## config.mk

```make
export PLATFORM = sky130hd
export DESIGN_NAME = servo_pulse_decoder_flat
export DESIGN_NICKNAME = d
export VERILOG_FILES = /design/src/rtl/servo_pulse_decoder_if.sv /design/src/rtl/servo_pulse_decoder.sv /design/src/flat_wrapper.sv
export SDC_FILE = /design/constraint.sdc
export NUM_CORES = 1
export LEC_CHECK = 0
export CAP_MARGIN = 15
export CORE_MARGIN = 3
export CORE_UTILIZATION = 55
export CTS_CLUSTER_SIZE = 12
export DETAILED_ROUTE_END_ITERATION = 16
export DONT_BUFFER_PORTS = 1
export PLACE_DENSITY = 0.7
export SETUP_SLACK_MARGIN = 0.1
export SLEW_MARGIN = 20
export SYNTH_ARGS = -nofsm -noshare
export SYNTH_HDL_FRONTEND = slang
export SYNTH_SLANG_ARGS = --single-unit
```

## constraint.sdc

```tcl
create_clock -name clk -period 7.3 [get_ports clk]
set_input_delay 0.73 -clock clk [delete_from_list [all_inputs] [get_ports clk]]
set_output_delay 0.73 -clock clk [all_outputs]
set_load 0.01 [all_outputs]
```

## src/rtl/servo_pulse_decoder_if.sv

```systemverilog
// servo_pulse_decoder_if
//   Groups the pulse-decoder signals so that a producer/consumer and the
//   decoder share one bundle. clk and rst_n stay plain module ports.
//
//   Signals:
//     ena        clock enable; all decoder state holds while low
//     pwm_in     asynchronous servo pulse input
//     position   last accepted position (0 = 1.0 ms, 255 ~ 2.0 ms)
//     pos_valid  one-cycle strobe: position was just updated
//     pos_err    one-cycle strobe: a pulse was rejected (glitch or overlong)
//     link_ok    high while accepted pulses keep arriving within the timeout
//     dbg_state  current decoder FSM state, for observation only
//
//   Handshake: there is no back-pressure. pos_valid and pos_err are
//   fire-and-forget strobes that are high for exactly one clock and are
//   never high together; position is stable and already updated in the
//   pos_valid cycle and holds until the next pos_valid. The consumer must
//   sample on every cycle in which a strobe is high.
//
//   Modports:
//     slave   the decoder (drives the results)
//     master  the side that drives ena/pwm_in and consumes the results
interface servo_pulse_decoder_if;
    logic       ena;
    logic       pwm_in;
    logic [7:0] position;
    logic       pos_valid;
    logic       pos_err;
    logic       link_ok;
    logic [1:0] dbg_state;

    modport slave (
        input  ena,
        input  pwm_in,
        output position,
        output pos_valid,
        output pos_err,
        output link_ok,
        output dbg_state
    );

    modport master (
        output ena,
        output pwm_in,
        input  position,
        input  pos_valid,
        input  pos_err,
        input  link_ok,
        input  dbg_state
    );
endinterface

```

## src/rtl/servo_pulse_decoder.sv

```systemverilog
// servo_pulse_decoder
//   Measures the high time of an RC-servo PWM pulse in clock cycles and
//   converts it to an 8-bit position: position 0 at MIN_WIDTH cycles, one
//   LSB per STEP cycles above that, saturating at 255. Pulses shorter than
//   MIN_ACCEPT or reaching MAX_WIDTH are rejected with pos_err. link_ok
//   drops after FRAME_TIMEOUT cycles without an accepted pulse.
//
//   Ports:
//     clk    clock (10 MHz nominal)
//     rst_n  asynchronous active-low reset
//     bus    servo_pulse_decoder_if.slave (ena, pwm_in in; position,
//            pos_valid, pos_err, link_ok, dbg_state out)
module servo_pulse_decoder #(
    parameter int unsigned MIN_WIDTH     = 10000,
    parameter int unsigned STEP          = 39,
    parameter int unsigned MIN_ACCEPT    = 5000,
    parameter int unsigned MAX_WIDTH     = 25000,
    parameter int unsigned FRAME_TIMEOUT = 250000
) (
    input  logic                 clk,
    input  logic                 rst_n,
    servo_pulse_decoder_if.slave bus
);
    localparam logic [17:0] MIN_W   = 18'(MIN_WIDTH);
    localparam logic [17:0] STEP_M1 = 18'(STEP - 1);
    localparam logic [17:0] ACC_W   = 18'(MIN_ACCEPT);
    localparam logic [17:0] MAX_W   = 18'(MAX_WIDTH);
    localparam logic [17:0] TMO_W   = 18'(FRAME_TIMEOUT);

    typedef enum logic [1:0] {
        ST_ARM      = 2'd0,
        ST_IDLE     = 2'd1,
        ST_HIGH     = 2'd2,
        ST_OVERLONG = 2'd3
    } state_t;

    state_t      state_q, state_d;
    logic        s_meta_q, s_q, s_d_q;
    logic [1:0]  arm_cnt_q, arm_cnt_d;
    logic [17:0] width_q, width_d;
    logic [17:0] pre_q, pre_d;
    logic [7:0]  acc_q, acc_d;
    logic [7:0]  position_q, position_d;
    logic        pos_valid_q, pos_valid_d;
    logic        pos_err_q, pos_err_d;
    logic [17:0] tmo_q, tmo_d;
    logic        link_q, link_d;

    logic        rise, fall, clear;
    logic [17:0] base_w, base_p, w_inc, p_inc;
    logic [7:0]  base_a, a_inc;

    // Synchronizer plus one delay flop for edge detection; frozen with ena
    // so edges that happen while disabled are never observed.
    always_ff @(posedge clk or negedge rst_n) begin
        if (!rst_n) begin
            s_meta_q <= 1'b0;
            s_q      <= 1'b0;
            s_d_q    <= 1'b0;
        end else if (bus.ena) begin
            s_meta_q <= bus.pwm_in;
            s_q      <= s_meta_q;
            s_d_q    <= s_q;
        end
    end

    assign rise = s_q & ~s_d_q;
    assign fall = ~s_q & s_d_q;

    // One counting step for an edge at which s = 1. The rise edge itself
    // counts, so on a rise the step starts from cleared counters.
    // Division-free mapping: once the width exceeds MIN_WIDTH, every STEP
    // further cycles add one to a saturating accumulator.
    always_comb begin
        clear  = (state_q == ST_IDLE) && rise;
        base_w = clear ? 18'd0 : width_q;
        base_p = clear ? 18'd0 : pre_q;
        base_a = clear ? 8'd0  : acc_q;
        w_inc  = (base_w >= MAX_W) ? MAX_W : base_w + 18'd1;
        p_inc  = base_p;
        a_inc  = base_a;
        if (w_inc > MIN_W) begin
            if (base_p >= STEP_M1) begin
                p_inc = 18'd0;
                if (base_a != 8'hFF) begin
                    a_inc = base_a + 8'd1;
                end
            end else begin
                p_inc = base_p + 18'd1;
            end
        end
    end

    // Decoder FSM. ARM first lets the synchronizer fill with real samples
    // (three enabled edges) so that the reset zeros are not mistaken for a
    // low input; it then waits for the input to be low.
    always_comb begin
        state_d     = state_q;
        arm_cnt_d   = arm_cnt_q;
        width_d     = width_q;
        pre_d       = pre_q;
        acc_d       = acc_q;
        position_d  = position_q;
        pos_valid_d = 1'b0;
        pos_err_d   = 1'b0;
        case (state_q)
            ST_ARM: begin
                if (arm_cnt_q != 2'd3) begin
                    arm_cnt_d = arm_cnt_q + 2'd1;
                end else if (!s_q) begin
                    state_d = ST_IDLE;
                end
            end
            ST_IDLE: begin
                if (rise) begin
                    state_d = ST_HIGH;
                    width_d = w_inc;
                    pre_d   = p_inc;
                    acc_d   = a_inc;
                end
            end
            ST_HIGH: begin
                if (fall) begin
                    state_d = ST_IDLE;
                    if (width_q < ACC_W) begin
                        pos_err_d = 1'b1;
                    end else begin
                        position_d  = acc_q;
                        pos_valid_d = 1'b1;
                    end
                end else begin
                    width_d = w_inc;
                    pre_d   = p_inc;
                    acc_d   = a_inc;
                    if (w_inc == MAX_W) begin
                        pos_err_d = 1'b1;
                        state_d   = ST_OVERLONG;
                    end
                end
            end
            ST_OVERLONG: begin
                if (fall) begin
                    state_d = ST_IDLE;
                end
            end
            default: state_d = ST_ARM;
        endcase
    end

    // Link monitor: only accepted pulses restart the timeout.
    always_comb begin
        tmo_d  = tmo_q;
        link_d = link_q;
        if (pos_valid_d) begin
            tmo_d  = 18'd0;
            link_d = 1'b1;
        end else if (tmo_q != TMO_W) begin
            tmo_d = tmo_q + 18'd1;
            if (tmo_d == TMO_W) begin
                link_d = 1'b0;
            end
        end
    end

    always_ff @(posedge clk or negedge rst_n) begin
        if (!rst_n) begin
            state_q     <= ST_ARM;
            arm_cnt_q   <= 2'd0;
            width_q     <= 18'd0;
            pre_q       <= 18'd0;
            acc_q       <= 8'd0;
            position_q  <= 8'd0;
            pos_valid_q <= 1'b0;
            pos_err_q   <= 1'b0;
            tmo_q       <= 18'd0;
            link_q      <= 1'b0;
        end else begin
            // Strobes are not held across a disabled edge, so they cannot
            // reappear when ena returns.
            pos_valid_q <= bus.ena & pos_valid_d;
            pos_err_q   <= bus.ena & pos_err_d;
            if (bus.ena) begin
                state_q    <= state_d;
                arm_cnt_q  <= arm_cnt_d;
                width_q    <= width_d;
                pre_q      <= pre_d;
                acc_q      <= acc_d;
                position_q <= position_d;
                tmo_q      <= tmo_d;
                link_q     <= link_d;
            end
        end
    end

    assign bus.position  = position_q;
    assign bus.pos_valid = pos_valid_q & bus.ena;
    assign bus.pos_err   = pos_err_q & bus.ena;
    assign bus.link_ok   = link_q;
    assign bus.dbg_state = state_q;
endmodule

```

## src/flat_wrapper.sv

```systemverilog
// flat-port wrapper written by rule: the top's interface ports become plain ports
module servo_pulse_decoder_flat 
#(
    parameter int unsigned MIN_WIDTH     = 10000,
    parameter int unsigned STEP          = 39,
    parameter int unsigned MIN_ACCEPT    = 5000,
    parameter int unsigned MAX_WIDTH     = 25000,
    parameter int unsigned FRAME_TIMEOUT = 250000
)
  (clk, rst_n, bus_ena, bus_pwm_in, bus_position, bus_pos_valid, bus_pos_err, bus_link_ok, bus_dbg_state);
  servo_pulse_decoder_if bus_i ();
  input  logic clk;
  input  logic rst_n;
  input wire logic [$bits(bus_i.ena)-1:0] bus_ena;
  input wire logic [$bits(bus_i.pwm_in)-1:0] bus_pwm_in;
  output wire logic [$bits(bus_i.position)-1:0] bus_position;
  output wire logic [$bits(bus_i.pos_valid)-1:0] bus_pos_valid;
  output wire logic [$bits(bus_i.pos_err)-1:0] bus_pos_err;
  output wire logic [$bits(bus_i.link_ok)-1:0] bus_link_ok;
  output wire logic [$bits(bus_i.dbg_state)-1:0] bus_dbg_state;
  assign bus_i.ena = bus_ena;
  assign bus_i.pwm_in = bus_pwm_in;
  assign bus_position = bus_i.position;
  assign bus_pos_valid = bus_i.pos_valid;
  assign bus_pos_err = bus_i.pos_err;
  assign bus_link_ok = bus_i.link_ok;
  assign bus_dbg_state = bus_i.dbg_state;
  servo_pulse_decoder #(.MIN_WIDTH(MIN_WIDTH), .STEP(STEP), .MIN_ACCEPT(MIN_ACCEPT), .MAX_WIDTH(MAX_WIDTH), .FRAME_TIMEOUT(FRAME_TIMEOUT)) u_core (.clk(clk), .rst_n(rst_n), .bus(bus_i));
endmodule
```

==> results by group <==
Run status
  – Run status: completed

Synthesis
  – Most area-hungry cell type in the Yosys netlist: dfrtp_1
  – Sequential share of the synthesized area: 41.7%
  – Async set or reset register ratio after synthesis: 100%
  – Post-synthesis compound-gate area fraction: 17.9%
  – Syn. warnings: 0
  – Syn nets: 561
  – Synthesized cell area: 4800 sq um
  – Number of enable flip-flop cells after synthesis: 0
  – Post-synthesis xor/xnor area fraction: 1.28%
  – Simple-gate share of the synthesized area: 27.3%
  – Syn Inst Count: 545
  – Mux share of post-synthesis cell area: 3.86%
  – Combinational family with the most area after synthesis: simple AND/OR/NAND/NOR gates
  – Cells taking the most area after synthesis: dfrtp_1, o21ai_0, nand2_1
  – Register bit total from synthesis: 80
  – Area share of the largest cell type after synthesis: 41.7%
  – Number of library cell types mapped by synthesis: 70
  – Main synth FF type: dfrtp_1
  – Avg Inst Size Synth: 8.81 sq um
  – Adder-cell share of the synthesized area: 3.13%

Timing
  – Unrepaired setup endpoints after global routing: false
  – Worst-Margin Slew: 1.01 ns
  – Setup_tns: 0 ns
  – Max-slew headroom: 32.7%
  – Final hold vios: 0
  – Setup Skew: 0.0125 ns
  – Max-slew violations: 0
  – # setup viols final: 0
  – Final worst path period need: 4.29 ns
  – Final hold slack: 0.0637 ns
  – Fin crit share: 58.8%
  – Final worst slack: 3.01 ns
  – Max Fclk: 233 MHz

Worst setup path
  – Startpoint types: register
  – Setup CP Type: register to register
  – CP max stage delay: 0.50 ns
  – Crit path cell chain: inv_1 > ha_1 > nand3b_1 > buf_4 > nand2_1 > inv_1 > ha_1 > nand4_2 > or4_1 > a21oi_2 > nand3b_1 > nor4_1 > o22a_2 > a31oi_4 > and2_1
  – Slowest CP cell: or4_1
  – WP data arrival: 4.52 ns
  – Critical Path RT: 7.53 ns
  – Worst setup EP type: register
  – Worst Path Max Fanout: 27

Power and ir drop
  – Combinational Power Share: 33.1%
  – Int Power: 0.884 mW
  – Pwr Density: 290 nW/um^2
  – Total power: 1.45 mW
  – NetSw: 0.569 mW
  – Sequential share of power: 44.4%
  – Leakage: 2.05 nW
  – Clock power frac: 22.5%
  – Net Sw Frac: 39.2%
  – Max IR drop VDD: 0.190 mV

CTS
  – CTS root buf: clkbuf_8
  – CTS tree: built
  – Resized Gates After CTS: 0
  – Worst-path clk slew: 0.09 ns
  – Clock Path Buffers: 2
  – # clock sinks: 80
  – Hold-fix buffers at CTS: 0
  – CTS HTree Levels: 3
  – CTS buffer count: 9
  – Post-CTS Setup Inserts: 0
  – Clock Latency Late Sink: 0.35 ns

Route
  – Routed vias/inst: 6.31
  – Drt pass-1 iters: 5
  – 1st-iter DRT viols: 238
  – WL final: 10500 microns
  – Drt wl/cell: 16.5 microns
  – Via count: 4010
  – Routed Antenna Nets: 0
  – # DRC: 0

Die
  – # IOs: 17
  – Die ar.: 9890 sq um
  – Effective utilization at floorplan: 57.6%
  – Die width: 99.5 microns
  – Core ar.: 8340 sq um
  – Num rows: 33
  – Die span in y: 99.5 microns

Global routing
  – Number of global-route vias before repair: 3698
  – Grt ovf: 0
  – Initial antenna violation count: 0
  – GRT Overall Usage: 21.5%
  – First-pass GRT wire length: 17400 microns
  – Largest net degree at the start of global routing: 81

Finish
  – Finished Core Util: 60.2%
  – P&R area growth vs syn: 4.51%
  – Layout cells sized above 1: 8.47%
  – Fill cell total of the finished layout: 728
  – NumNets Final: 542
  – Final antenna diode count: 0
  – Multi-input logic area: 2570 sq um
  – Final instance area: 5020 sq um
  – Register Area: 2000 sq um
  – Final std cells w/o fill: 636

Placed design
  – Port bufs: 0
  – Post-DP HPWL: 7070 microns
  – Dpl cells: 620
  – Post-place setup slack: 3.05 ns
  – Placed Area: 4820 sq um
  – Placer Congestion: 0.829

Hold path
  – Worst Hold Class: primary input to asynchronous set/reset pin

Job
  – Max Cap Viol: 0
## cells in the mapped netlist, types with 3 or more instances
master and count:
o211ai_1 5, ha_1 12, nand3_1 25, xnor2_1 4
nand4_1 14, xor2_1 3, mux2i_1 5, nor2_1 41
a21oi_1 17, nor4_1 15, and3_1 6, or3_1 5
buf_2 6, nand2_1 56, dfrtp_1 80, a31oi_1 9
nand2b_1 6, and2_1 27, nor4b_1 5, nor3_1 9
nand3b_1 6, or4_1 6, o41ai_1 4, o21ai_0 43
o31a_1 3, nor2b_1 8, inv_1 22, clkbuf_1 22
o31ai_1 18, mux2_2 12
## cells in the final DEF, fill, tap and decap left out, types with 3 or more instances in the layout
| master | instances |
|---|---|
| nand2b_1 | 6 |
| and2_1 | 27 |
| o21ai_0 | 42 |
| clkbuf_8 | 10 |
| nand4_1 | 14 |
| xnor2_1 | 4 |
| or3_1 | 5 |
| nor4_1 | 15 |
| ha_1 | 12 |
| inv_1 | 22 |
| nor4b_1 | 5 |
| and3_1 | 6 |
| nand3_1 | 25 |
| nand2_1 | 56 |
| nand3b_1 | 6 |
| o31a_1 | 3 |
| nor3_1 | 9 |
| o211ai_1 | 5 |
| mux2i_1 | 5 |
| nor2b_1 | 8 |
| a31oi_1 | 9 |
| nor2_1 | 41 |
| mux2_2 | 12 |
| xor2_1 | 3 |
| o41ai_1 | 4 |
| or4_1 | 6 |
| buf_4 | 4 |
| a21oi_1 | 17 |
| dfrtp_1 | 80 |
| o31ai_1 | 18 |
## registers in the layout, summed over array words and instances (netlist names)
register,cells
u_core.pre_q,18
u_core.tmo_q,18
u_core.width_q,18
u_core.acc_q,8
u_core.bus.position,8
u_core.arm_cnt_q,2
u_core.bus.dbg_state,2
u_core.bus.link_ok,1
u_core.pos_err_q,1
u_core.pos_valid_q,1
u_core.s_d_q,1
u_core.s_meta_q,1
u_core.s_q,1
## logic make-up after synthesis
logic type,Yosys count
buffers and inverters,56
AO/OA/AOI/OAI,129
AND/OR/NAND/NOR,244
multiplexers,17
flip-flops,80
XOR/XNOR,7
adder cells (fa/ha/maj),12
## power by group through the flow
stage | Combinational (mW) | Sequential (mW) | Clock [mW]
after floorplan | 0.418 | 0.604 | 0
after global placement | 0.462 | 0.652 | 0
after detailed placement | 0.476 | 0.653 | 0
after CTS | 0.479 | 0.646 | 0.338
after global routing | 0.546 | 0.661 | 0.351
final | 0.481 | 0.646 | 0.326
## final timing paths
check | startpoint | to | slack [ns] | cells after the start
setup / recovery | u_core.bus.dbg_state[1] | u_core.pre_q[12] | 3.01 | 15
hold / removal | rst_n | u_core.arm_cnt_q[0] | 0.06 | 0
setup reg to reg | u_core.bus.dbg_state[1] | u_core.pre_q[12] | 3.01 | 15
hold reg to reg | u_core.arm_cnt_q[0] | u_core.arm_cnt_q[0] | 0.49 | 1
max in group asynchronous | rst_n | u_core.bus.position[3] | 7.07 | 0
min in group clk | bus_ena | u_core.s_d_q | 0.47 | 1
## per-layer routing
metal  track usage, %  wire length [microns]
met5                0                      0
met3             3.44                    338
met1             28.7                   5010
met4             9.24                    217
met2             34.8                   4920
## cell type report
class / count / area share, %
sequential: 80 / 39.9
tap: 105 / 2.62
inverter: 22 / 1.65
clock inverter: 4 / 1.07
timing repair buffer: 4 / 0.598
multi-input combinational: 409 / 51.3
clock buffer: 12 / 2.89
## worst max-delay path: cells and delay by family (launching register included)
family | cells | cell delay, ns
AOI/OAI and AO/OA | 3 | 0.86
DFF | 1 | 0.45
and+or+nand+nor | 7 | 1.72
buffers and inverters | 3 | 0.49
adders and majority gates | 2 | 0.63
(Power assumes the default switching activity.)
